==> src/rtl/div_ctrl_pkg.sv <==
// div_ctrl shared definitions: RV32M func3 codes, opcode, state encodings.
// Optional early-out path is enabled by defining DIV_EARLY_OUT_EN.
package div_ctrl_pkg;

  localparam logic [6:0] INST_TYPE_R_M = 7'b0110011;

  localparam logic [2:0] INST_DIV  = 3'b100;
  localparam logic [2:0] INST_DIVU = 3'b101;
  localparam logic [2:0] INST_REM  = 3'b110;
  localparam logic [2:0] INST_REMU = 3'b111;

  typedef enum logic [1:0] {
    S_IDLE = 2'd0,
    S_CALC = 2'd1,
    S_END  = 2'd2
  } state_t;

  // Select quotient or remainder and apply its sign correction.
  function automatic logic [31:0] fix_result(
    input logic        is_rem,
    input logic [31:0] q,
    input logic [31:0] r,
    input logic        q_neg,
    input logic        r_neg
  );
    logic [31:0] v;
    logic        n;
    v = is_rem ? r : q;
    n = is_rem ? r_neg : q_neg;
    return n ? (~v + 32'd1) : v;
  endfunction

endpackage

==> src/rtl/div_ctrl_if.sv <==
// div_ctrl request/response bundle between ex and the divider.
// master = ex side, slave = divider side.
interface div_ctrl_if;
  logic        start_i;
  logic [2:0]  op_i;
  logic [31:0] dividend_i;
  logic [31:0] divisor_i;
  logic [4:0]  rd_addr_i;
  logic        reg_wen_i;
  logic        abort_i;
  logic        busy_o;
  logic        hold_o;
  logic        ready_o;
  logic [31:0] result_o;
  logic [4:0]  rd_addr_o;
  logic        rd_wen_o;

  modport master (
    output start_i, op_i, dividend_i, divisor_i,
    output rd_addr_i, reg_wen_i, abort_i,
    input  busy_o, hold_o, ready_o,
    input  result_o, rd_addr_o, rd_wen_o
  );

  modport slave (
    input  start_i, op_i, dividend_i, divisor_i,
    input  rd_addr_i, reg_wen_i, abort_i,
    output busy_o, hold_o, ready_o,
    output result_o, rd_addr_o, rd_wen_o
  );
endinterface

==> src/rtl/div_ctrl.sv <==
// div_ctrl: iterative 32-step shift-subtract RV32M divider beside ex.
// Define DIV_EARLY_OUT_EN to skip CALC for zero or oversized divisors.
module div_ctrl
  import div_ctrl_pkg::*;
(
  input logic       clk,
  input logic       rst,
  div_ctrl_if.slave bus
);

  state_t      state;
  logic [31:0] q;
  logic [31:0] rem;
  logic [31:0] dsr;
  logic [4:0]  cnt;
  logic        is_rem;
  logic        q_neg;
  logic        r_neg;
  logic [4:0]  rd_q;
  logic        wen_q;
  logic        ready;
  logic [31:0] result;
  logic [4:0]  rd_out;
  logic        wen_out;

  logic        sgn_in;
  logic        rem_in;
  logic        a_neg;
  logic        b_neg;
  logic [31:0] a_mag;
  logic [31:0] b_mag;
  logic        b_zero;
  logic        q_neg_in;
  logic        r_neg_in;
  logic        accept;
  logic        early;
  logic [31:0] early_q;
  logic [31:0] partial;
  logic [32:0] diff;
  logic        ge;
  logic [31:0] rem_n;
  logic [31:0] q_n;

  // Decode the request operands into magnitudes and result signs.
  always_comb begin
    sgn_in = 1'b0;
    rem_in = 1'b0;
    unique case (bus.op_i)
      INST_DIV:  sgn_in = 1'b1;
      INST_DIVU: sgn_in = 1'b0;
      INST_REM: begin
        sgn_in = 1'b1;
        rem_in = 1'b1;
      end
      INST_REMU: rem_in = 1'b1;
      default:   sgn_in = 1'b0;
    endcase
    a_neg    = sgn_in & bus.dividend_i[31];
    b_neg    = sgn_in & bus.divisor_i[31];
    a_mag    = a_neg ? (~bus.dividend_i + 32'd1) : bus.dividend_i;
    b_mag    = b_neg ? (~bus.divisor_i + 32'd1) : bus.divisor_i;
    b_zero   = (bus.divisor_i == 32'd0);
    q_neg_in = (a_neg ^ b_neg) & ~b_zero;
    r_neg_in = a_neg;
    early_q  = b_zero ? 32'hFFFF_FFFF : 32'd0;
  end

  assign accept = (state == S_IDLE) & bus.start_i & ~bus.abort_i;

`ifdef DIV_EARLY_OUT_EN
  assign early = b_zero | (a_mag < b_mag);
`else
  assign early = 1'b0;
`endif

  // One restoring-division step on the shared datapath.
  always_comb begin
    partial = {rem[30:0], q[31]};
    diff    = {1'b0, partial} - {1'b0, dsr};
    ge      = ~diff[32];
    rem_n   = ge ? diff[31:0] : partial;
    q_n     = {q[30:0], ge};
  end

  // Sequencer: capture, iterate, present the result for one cycle.
  always_ff @(posedge clk or posedge rst) begin
    if (rst) begin
      state   <= S_IDLE;
      q       <= '0;
      rem     <= '0;
      dsr     <= '0;
      cnt     <= '0;
      is_rem  <= 1'b0;
      q_neg   <= 1'b0;
      r_neg   <= 1'b0;
      rd_q    <= '0;
      wen_q   <= 1'b0;
      ready   <= 1'b0;
      result  <= '0;
      rd_out  <= '0;
      wen_out <= 1'b0;
    end else begin
      ready   <= 1'b0;
      result  <= '0;
      rd_out  <= '0;
      wen_out <= 1'b0;
      if (bus.abort_i) begin
        state <= S_IDLE;
      end else begin
        unique case (state)
          S_IDLE: begin
            if (accept) begin
              is_rem <= rem_in;
              q_neg  <= q_neg_in;
              r_neg  <= r_neg_in;
              rd_q   <= bus.rd_addr_i;
              wen_q  <= bus.reg_wen_i;
              rem    <= '0;
              q      <= a_mag;
              dsr    <= b_mag;
              cnt    <= 5'd31;
              if (early) begin
                state   <= S_END;
                ready   <= 1'b1;
                result  <= fix_result(rem_in, early_q, a_mag,
                                      q_neg_in, r_neg_in);
                rd_out  <= bus.rd_addr_i;
                wen_out <= bus.reg_wen_i;
              end else begin
                state <= S_CALC;
              end
            end
          end
          S_CALC: begin
            q   <= q_n;
            rem <= rem_n;
            cnt <= cnt - 5'd1;
            if (cnt == 5'd0) begin
              state   <= S_END;
              ready   <= 1'b1;
              result  <= fix_result(is_rem, q_n, rem_n, q_neg, r_neg);
              rd_out  <= rd_q;
              wen_out <= wen_q;
            end
          end
          S_END:   state <= S_IDLE;
          default: state <= S_IDLE;
        endcase
      end
    end
  end

  assign bus.busy_o    = (state != S_IDLE);
  assign bus.hold_o    = ~rst & (accept | (state == S_CALC));
  assign bus.ready_o   = ready;
  assign bus.result_o  = result;
  assign bus.rd_addr_o = rd_out;
  assign bus.rd_wen_o  = wen_out;

endmodule

==> src/flat_wrapper.sv <==
// flat-port wrapper written by rule: the top's interface ports become plain ports
module div_ctrl_flat import div_ctrl_pkg::*;
  (clk, rst, bus_start_i, bus_op_i, bus_dividend_i, bus_divisor_i, bus_rd_addr_i, bus_reg_wen_i, bus_abort_i, bus_busy_o, bus_hold_o, bus_ready_o, bus_result_o, bus_rd_addr_o, bus_rd_wen_o);
  div_ctrl_if bus_i ();
  input logic clk;
  input logic rst;
  input wire logic [$bits(bus_i.start_i)-1:0] bus_start_i;
  input wire logic [$bits(bus_i.op_i)-1:0] bus_op_i;
  input wire logic [$bits(bus_i.dividend_i)-1:0] bus_dividend_i;
  input wire logic [$bits(bus_i.divisor_i)-1:0] bus_divisor_i;
  input wire logic [$bits(bus_i.rd_addr_i)-1:0] bus_rd_addr_i;
  input wire logic [$bits(bus_i.reg_wen_i)-1:0] bus_reg_wen_i;
  input wire logic [$bits(bus_i.abort_i)-1:0] bus_abort_i;
  output wire logic [$bits(bus_i.busy_o)-1:0] bus_busy_o;
  output wire logic [$bits(bus_i.hold_o)-1:0] bus_hold_o;
  output wire logic [$bits(bus_i.ready_o)-1:0] bus_ready_o;
  output wire logic [$bits(bus_i.result_o)-1:0] bus_result_o;
  output wire logic [$bits(bus_i.rd_addr_o)-1:0] bus_rd_addr_o;
  output wire logic [$bits(bus_i.rd_wen_o)-1:0] bus_rd_wen_o;
  assign bus_i.start_i = bus_start_i;
  assign bus_i.op_i = bus_op_i;
  assign bus_i.dividend_i = bus_dividend_i;
  assign bus_i.divisor_i = bus_divisor_i;
  assign bus_i.rd_addr_i = bus_rd_addr_i;
  assign bus_i.reg_wen_i = bus_reg_wen_i;
  assign bus_i.abort_i = bus_abort_i;
  assign bus_busy_o = bus_i.busy_o;
  assign bus_hold_o = bus_i.hold_o;
  assign bus_ready_o = bus_i.ready_o;
  assign bus_result_o = bus_i.result_o;
  assign bus_rd_addr_o = bus_i.rd_addr_o;
  assign bus_rd_wen_o = bus_i.rd_wen_o;
  div_ctrl u_core (.clk(clk), .rst(rst), .bus(bus_i));
endmodule
==> config.mk <==
export PLATFORM = sky130hd
export DESIGN_NAME = div_ctrl_flat
export DESIGN_NICKNAME = d
export VERILOG_FILES = /design/src/rtl/div_ctrl_pkg.sv /design/src/rtl/div_ctrl_if.sv /design/src/rtl/div_ctrl.sv /design/src/flat_wrapper.sv
export SDC_FILE = /design/constraint.sdc
export NUM_CORES = 1
export LEC_CHECK = 0
export BUFFER_PORTS_ARGS = -buffer_cell sky130_fd_sc_hd__buf_2
export CAP_MARGIN = 25
export CORE_MARGIN = 4
export CORE_UTILIZATION = 29
export DETAILED_ROUTE_END_ITERATION = 8
export PLACE_DENSITY = 0.56
export SLEW_MARGIN = 0
export SYNTH_ARGS = -nofsm -noshare
export SYNTH_HDL_FRONTEND = slang
export SYNTH_SLANG_ARGS = --single-unit
==> constraint.sdc <==
create_clock -name clk -period 8.35 [get_ports clk]
set_input_delay 0.4175 -clock clk [delete_from_list [all_inputs] [get_ports clk]]
set_output_delay 0.4175 -clock clk [all_outputs]
set_load 0.02 [all_outputs]
==> flow_summary.toml, run 1 <==
[die]
die_h_um = 202.8
initial_core_util = 0.2927
rows = 71
ios = 118
dieArea_um2 = 41110
core_area_um2 = 37580
fp.dieW_um = 202.8

[yosys]
synth.top_cell.area_share = 0.3412
synth_cell_type_count = 98
yosys_warnings = 0
syn_inst = 1363
yosysMostFrequentCell = "nand2_1"
syn_area_um2 = 11000
synthTopCellsByCount = "198 x nand2_1, 150 x dfrtp_1, 124 x o21ai_0"
ys_ff_latch = 150
syn_nets = 1478
synth_top_area_cell = "dfrtp_1"
async_flop_share = 1.000
synth_edf_count = 0
synth_area_leaders = "dfrtp_1 34%, nand2_1 6.8%, o21ai_0 5.6%"
synth-main-ff-cell = "dfrtp_1"
syn_avg_cell_area_um2 = 8.071
yosysSeqAreaShare = 0.3412

[sta]
rsz0062_at_grt = "false"
tns_ns = 0
setup_viol = 0
fin_worst_skew_ns = 0.01691
relSlewSlack = 0.3426
fin_crit_ns = 4.684
worst_pin_slew_ns = 0.9771
fmax_mhz = 213.5
hold_viol_final = 0
drv_slew = 0
holdWs_ns = 0.1759
fin_crit_sh = 0.5610

[placed_design]
place_hpwl_mm = 28.57
gp_congestion = 0.9067
placed_area_um2 = 12040
numPortBuffers = 117

[drt]
ant_nets = 0
vias = 10310
routedWlPerCell_um = 18.77
wirelength_mm = 36.87
drtIter0Drc = 736
first_pass_iters = 5
drc = 0
viasPerCell = 5.249

[cts]
cts_resized = 0
cts_setup_buffers = 0
cts_buffers = 17
cts_tree = "done"
cts.sinks = 150
htreeDepth = 4
clock-root-buffer = "clkbuf_16"
clk_latency_ns = 0.44
holdBufCountCts = 0
cts.clk_slew.worst_paths_ns = 0.07
cts_buffer_depth = 2

[cells_and_area]
fin_area_um2 = 12600
layout-drive-gt1-share = 0.1500
fill_cells = 3987
fin_nets = 1555
num_antenna_cells = 0
area_delta_synth_final_pct = 14.57

[critical_path]
cp_max_fo = 28
path_delay_family = "simple AND/OR/NAND/NOR gates"
cpMaxStageDelayCell = "o211ai_4"
crit_path_start_kind = "flop"
worstReg2RegStart = "u_core.rem[14]$_DFFE_PP0P_"
required_ns = 8.71
r2r_cells = 13
reg2reg_slack_ns = 3.67
crit_arrival_ns = 5.05
max_stage_delay_ns = 0.58
worst-path-buf-inv = 0
worstReg2RegEnd = "u_core.bus.result_o[30]$_DFF_PP0_"
end_kind = "flop"
crit_type = "reg2reg"
crit_chain = "ha_1 > a21oi_1 > o21ai_1 > or2_4 > o211ai_4 > nand2_4 > a21oi_2 > ha_1 > nand3_1 > or2_1 > or4_4 > or3_1 > nand3_1"

[grt]
grt_pass1_vias = 10150
top_usage_layer = "met2"
grtUsageMet1 = 0.2328
use_met2 = 0.3001
grt-ovfl-total = 0
use_met3 = 0.02795
grt_max_degree = 99
grt_use_total = 0.1767
antenna_found_initial = 0
grt_first_pass_wirelength_mm = 57.63

[hold_path]
min_path_type = "in2reg"
hold_depth = 3
worstHoldStart = "bus_reg_wen_i"
holdPathEnd = "u_core.wen_q$_DFFE_PP0P_"

[power_and_ir_drop]
leakagePower_nw = 5.678
power_mw = 3.865
peakVddDrop_mv = 0.1493
power.density_nw_per_um2 = 306.6

[status]
status = "finished, final reports clean"

[run]
cap_violations = 0
==> worst max path at each step <==
stage | from | depth (start not counted) | endpoint | slack, ns
floorplan | rst | 1 | u_core.bus.rd_addr_o[0]$_DFF_PP0_ | 3.90
global placement | u_core.rem[14]$_DFFE_PP0P_ | 13 | u_core.bus.result_o[30]$_DFF_PP0_ | 3.90
detailed placement | u_core.rem[14]$_DFFE_PP0P_ | 13 | u_core.bus.result_o[30]$_DFF_PP0_ | 3.75
CTS | u_core.rem[14]$_DFFE_PP0P_ | 13 | u_core.bus.result_o[30]$_DFF_PP0_ | 3.73
global route | u_core.rem[14]$_DFFE_PP0P_ | 13 | u_core.bus.result_o[30]$_DFF_PP0_ | 3.42
finish | u_core.rem[14]$_DFFE_PP0P_ | 13 | u_core.bus.result_o[30]$_DFF_PP0_ | 3.67
==> cell usage in the layout (no fill, tap or decap), drive strengths merged, types with 13 or more instances in the layout <==
master / instances
nor3: 25
nand2b: 13
clkbuf: 17
mux2i: 16
o31ai: 21
nor4: 15
nand2: 200
o21ai: 135
a21o: 25
or3: 16
ha: 37
and3: 19
buf: 130
a31oi: 19
inv: 63
a21oi: 111
o21a: 14
nand4: 19
xnor2: 48
nand3: 35
xor2: 44
nor2: 119
dfrtp: 150
==> power breakdown <==
group          internal (mW)  leakage (nW)  switching [mW]
registers              0.867          1.95           0.167
logic                  0.736          3.46            1.33
clock network          0.417         0.269           0.346
total                   2.02          5.68            1.84
==> cell type report <==
class	instances	area [µm²]	area share
tap	511	639.4	0.05073
multi-input combinational	1085	6743	0.5350
clock buffer	17	425.4	0.03375
inverter	56	215.2	0.01708
clock inverter	15	142.6	0.01132
timing repair buffer	130	683.2	0.05420
sequential	150	3755	0.2979
==> per-layer routing <==
metal	vias to the layer above	part of all wire
met1	4973	0.45
met5	-	0
met4	0	0.027
met2	234	0.49
li1	5049	-
met3	53	0.036
==> metrics by stage <==
step	std cells	setup slack, ns	util
floorplan	1363	3.896	-
global placement	1932	3.898	0.3203
detailed placement	1932	3.753	0.3203
CTS	1964	3.733	0.3354
global route	1964	3.423	0.3354
finish	1964	3.666	0.3354
==> tightest hold or removal path, cell delays in order <==
cell and delay (ns):
buf_2 0.07, nand2_1 0.04, nand2_1 0.04
==> cells by family (layout without fill, tap and decap cells) <==
family                     after synthesis  after routing  share of synthesized area
buffers and inverters                  128            218                    0.04766
adders and majority gates               38             38                    0.04390
and+or+nand+nor                        509            509                     0.2224
muxes                                   19             19                    0.01831
xor gates and xnor gates                92             92                    0.07325
DFF                                    150            150                     0.3412
AOI/OAI and AO/OA                      427            427                     0.2533
==> state kept, by name (all words and copies together), names as in the netlist, 2 cells and up <==
register / count
u_core.bus.result_o: 32
u_core.dsr: 32
u_core.q: 32
u_core.rem: 31
u_core.bus.rd_addr_o: 5
u_core.cnt: 5
u_core.rd_q: 5
u_core.state: 2
Power figures use the tool's default switching activity.
==> inputs of run 2 (changes only) <==
clock period = 4.32 ns   (was 8.35 ns; I/O delays follow)
==> flow_summary.toml, run 2 (synthesized netlist as in run 1, its figures left out) <==
[status]
status = "finished, final reports clean"

[sta]
setup_viol = 0
drv_slew = 0
worst_pin_slew_ns = 0.8544
hold_viol_final = 0
fin_crit_sh = 0.9551
relSlewSlack = 0.4304
fin_worst_skew_ns = 0.01864
fmax_mhz = 242.4
fin_crit_ns = 4.126

[cells_and_area]
layout-drive-gt1-share = 0.1870
mostFrequentLayoutCells = "198 x nand2_1, 149 x dfrtp_1, 124 x o21ai_0"
layout_commonest_cell = "nand2_1"
area_delta_synth_final_pct = 20.23
fin_nets = 1626
num_antenna_cells = 0
final_cells = 2035

[power_and_ir_drop]
leakagePower_nw = 6.052
power_mw = 7.961
power.density_nw_per_um2 = 601.9
peakVddDrop_mv = 0.2626

[drt]
viasPerCell = 5.282
vias = 10750
first_pass_iters = 5
drtIter0Drc = 850
routedWlPerCell_um = 18.70
ant_nets = 0
drc = 0
wirelength_mm = 38.05

[run]
cap_violations = 0

[grt]
grt_pass1_vias = 10360
grt_max_degree = 93
antenna_found_initial = 0
grt_use_total = 0.1814
grt-ovfl-total = 0
grt_first_pass_wirelength_mm = 59.09

[cts]
clk_latency_ns = 0.44
cts_tree = "done"
cts_buffers = 17
cts.sinks = 150
clock-root-buffer = "clkbuf_16"
cts.clk_slew.worst_paths_ns = 0.07
cts_buffer_depth = 2
htreeDepth = 4

[die]
core_area_um2 = 37580
dieArea_um2 = 41110
initial_core_util = 0.2927
fp.dieW_um = 202.8
rows = 71
ios = 118
die_h_um = 202.8

[hold_path]
min_path_type = "in2reg"
worstHoldStart = "bus_op_i[1]"

[placed_design]
place_inst = 1988
numPortBuffers = 117
place_hpwl_mm = 29.81
gp_congestion = 0.9282

[critical_path]
end_kind = "flop"
crit_arrival_ns = 4.45
critPathLaunch = "u_core.rem[28]$_DFFE_PP0P_"
worstReg2RegStart = "u_core.rem[28]$_DFFE_PP0P_"
required_ns = 4.65
crit_path_start_kind = "flop"
cp_max_fo = 15
crit_type = "reg2reg"
## run 2: cell type report
cell class,instances,area (µm²)
Clock buffer,18,439.2
Clock inverter,14,157.7
Fill cell,3942,24350
Inverter,56,215.2
Multi-Input combinational cell,1085,6766
Sequential cell,150,3755
Tap cell,511,639.4
Timing Repair Buffer,201,1254
## run 2: worst max-delay path: stages, from the launching register on
cell	delay, ns
dfrtp_1	0.42
ha_1	0.41
a21o_1	0.22
a21o_1	0.17
a21o_1	0.24
a221o_4	0.45
nor3_1	0.41
o31a_1	0.29
nand3_2	0.16
or3_4	0.45
or3_1	0.38
buf_4	0.17
a211o_1	0.25
## run 2: metrics by stage
step,hold slack (ns),cell area (µm²),worst slack [ns],setup TNS (ns),util
final,0.03761,13230,0.1941,0,0.3520
after global routing,0.06988,13230,-0.002784,-0.002784,0.3520
after CTS,0.03950,13140,0.1924,0,0.3495
after detailed placement,0.4081,12470,0.1984,0,0.3318
after global placement,0.4064,12470,0.2803,0,0.3318
after floorplan,0.3214,11000,0.06761,0,-
## run 2: metal layers
metal	up-vias	track usage	wire length, µm
met2	305	0.3146	18480
li1	5191	-	-
met3	55	0.02060	1630
met5	-	0	0
met4	0	0.05116	1008
met1	5198	0.2398	16930
## run 2: path summary, 6_finish.rpt
kind	endpoint	slack, ns	cells past startpoint
setup / recovery	u_core.bus.result_o[27]$_DFF_PP0_	0.19	12
hold / removal	u_core.is_rem$_DFFE_PP0P_	0.04	3
setup reg to reg	u_core.bus.result_o[27]$_DFF_PP0_	0.19	12
hold reg to reg	u_core.rd_q[1]$_DFFE_PP0P_	0.47	2
max in group asynchronous	u_core.rem[9]$_DFFE_PP0P_	2.80	4
min in group asynchronous	u_core.state[1]$_DFFE_PP0P_	0.50	3
## run 2: report_power, final
group          switching, mW  internal [mW]  leakage (nW)
clock network          0.723          0.839         0.291
logic                   2.68           1.71          3.81
registers              0.337           1.67          1.95
total                   3.74           4.22          6.05
## run 2: timing repair
action,4_1_cts,5_1_grt
endpoints found under the setup margin,0,7
resized for setup,0,4
endpoints found under the hold margin,14,0
hold buffers,7,0
buffers inserted,0,7
==> inputs of run 3 (changes only) <==
PLACE_DENSITY = 0.52   (was 0.56)
==> flow_summary.toml, run 3 (synthesized netlist as in run 1, its figures left out) <==
[cells_and_area]
num_antenna_cells = 0
regArea_um2 = 3755
fin_area_um2 = 13180
layout-drive-gt1-share = 0.1864
fin_nets = 1626
fill_cells = 3975
area_delta_synth_final_pct = 19.78
layout_commonest_cell = "nand2_1"
mostFrequentLayoutCells = "198 x nand2_1, 149 x dfrtp_1, 122 x o21ai_0"
final_cells = 2035
multi_input_area_um2 = 6769

[critical_path]
crit_type = "reg2reg"
required_ns = 4.63
end_kind = "flop"
crit_arrival_ns = 4.46
reg2reg_slack_ns = 0.18
crit_path_start_kind = "flop"
cp_max_fo = 7

[die]
die_h_um = 202.8
core_area_um2 = 37580
initial_core_util = 0.2927
rows = 71
dieArea_um2 = 41110
fp.dieW_um = 202.8
ios = 118

[sta]
holdWs_ns = 0.06294
drv_slew = 0
fin_crit_ns = 4.143
fin_worst_skew_ns = 0.01308
layout_setup_ws_ns = 0.1768
relSlewSlack = 0.4490
hold_viol_final = 0
fin_crit_sh = 0.9591
worst_pin_slew_ns = 0.8246
setup_viol = 0
fmax_mhz = 241.4

[cts]
clk_latency_ns = 0.44
cts.clk_slew.worst_paths_ns = 0.07
cts_buffers = 17
cts_tree = "done"
cts_buffer_depth = 2
cts.sinks = 150
htreeDepth = 4
clock-root-buffer = "clkbuf_16"

[grt]
use_met3 = 0.02571
grt_first_pass_wirelength_mm = 59.84
grt_max_degree = 81
grtUsageMet1 = 0.2462
use_met2 = 0.3089
grt_pass1_vias = 10500
grt_use_total = 0.1836
grt-ovfl-total = 0
top_usage_layer = "met2"
antenna_found_initial = 0

[placed_design]
preCtsSetupSlack_ns = 0.2121
place_hpwl_mm = 29.94
placed_area_um2 = 12420
numPortBuffers = 117
gp_congestion = 0.9366
place_inst = 1981

[run]
cap_violations = 0

[drt]
wirelength_mm = 38.50
drtIter0Drc = 763
first_pass_iters = 7
vias = 10660
ant_nets = 0
drc = 0
routedWlPerCell_um = 18.92
viasPerCell = 5.236

[hold_path]
min_path_type = "in2reg"

[power_and_ir_drop]
peakVddDrop_mv = 0.3473
power.density_nw_per_um2 = 599.4
leakagePower_nw = 6.014

[status]
status = "finished, final reports clean"
run 3: cell types whose count changed in the layout (fill, tap and decap cells not counted), sizes merged:
cell and change:
inv -8, clkinvlp +4, clkbuf +2, clkinv +2, a221o +1, buf -1
run 3: worst max-delay path, cell delays in order (launching register included):
cell and delay, ns:
dfrtp_1 0.44, ha_1 0.41, a21oi_2 0.18, o21a_2 0.21, o221ai_4 0.18, a221o_2 0.50
buf_4 0.17, nor3_1 0.24, o31a_1 0.26, nand3_2 0.17, or3_4 0.44, or3_1 0.37
buf_4 0.17, a211o_1 0.26
run 3: where the power goes:
part / switching (mW) / internal (mW)
Clock: 0.639 / 0.805
Combinational: 2.71 / 1.73
Sequential: 0.338 / 1.68
Total: 3.69 / 4.21
run 3: stage by stage:
stage | TNS [ns] | total power [mW] | util
3_5_place_dp | 0 | 6.324 | 0.3306
3_3_place_gp | 0 | 6.302 | 0.3302
5_1_grt | -0.01390 | 8.442 | 0.3506
4_1_cts | 0 | 7.807 | 0.3472
2_1_floorplan | 0 | 4.871 | -
6_report | 0 | 7.898 | 0.3506
run 3: layout make-up:
type	count	area share
flip-flops and latches	150	0.2850
repair buffers	200	0.09458
inverters	56	0.01633
well taps	511	0.04852
clock buffers	20	0.03390
multi-input cells	1086	0.5137
clock inverters	12	0.007976
run 3: routing by layer:
layer	wire (µm)	up-vias
met3	1956	61
met5	0	-
li1	-	5193
met1	17000	5109
met2	18510	292
met4	1035	0
run 3: worst paths after layout:
path | start | end | cells after the start
setup / recovery | u_core.rem[18]$_DFFE_PP0P_ | u_core.bus.result_o[27]$_DFF_PP0_ | 13
hold / removal | bus_op_i[1] | u_core.is_rem$_DFFE_PP0P_ | 3
setup reg to reg | u_core.rem[18]$_DFFE_PP0P_ | u_core.bus.result_o[27]$_DFF_PP0_ | 13
hold reg to reg | u_core.rd_q[3]$_DFFE_PP0P_ | u_core.rd_q[3]$_DFFE_PP0P_ | 2
max in group asynchronous | rst | u_core.rem[26]$_DFFE_PP0P_ | 4
min in group asynchronous | rst | u_core.rd_q[3]$_DFFE_PP0P_ | 3
run 3: what timing repair did:
| action | in CTS | in global routing |
|---|---|---|
| buffers inserted | 0 | 14 |
| hold buffers | 7 | 0 |
| gates resized for setup | 0 | 7 |
| endpoints found under the setup margin | 0 | 7 |
| hold endpoints to repair | 84 | 0 |
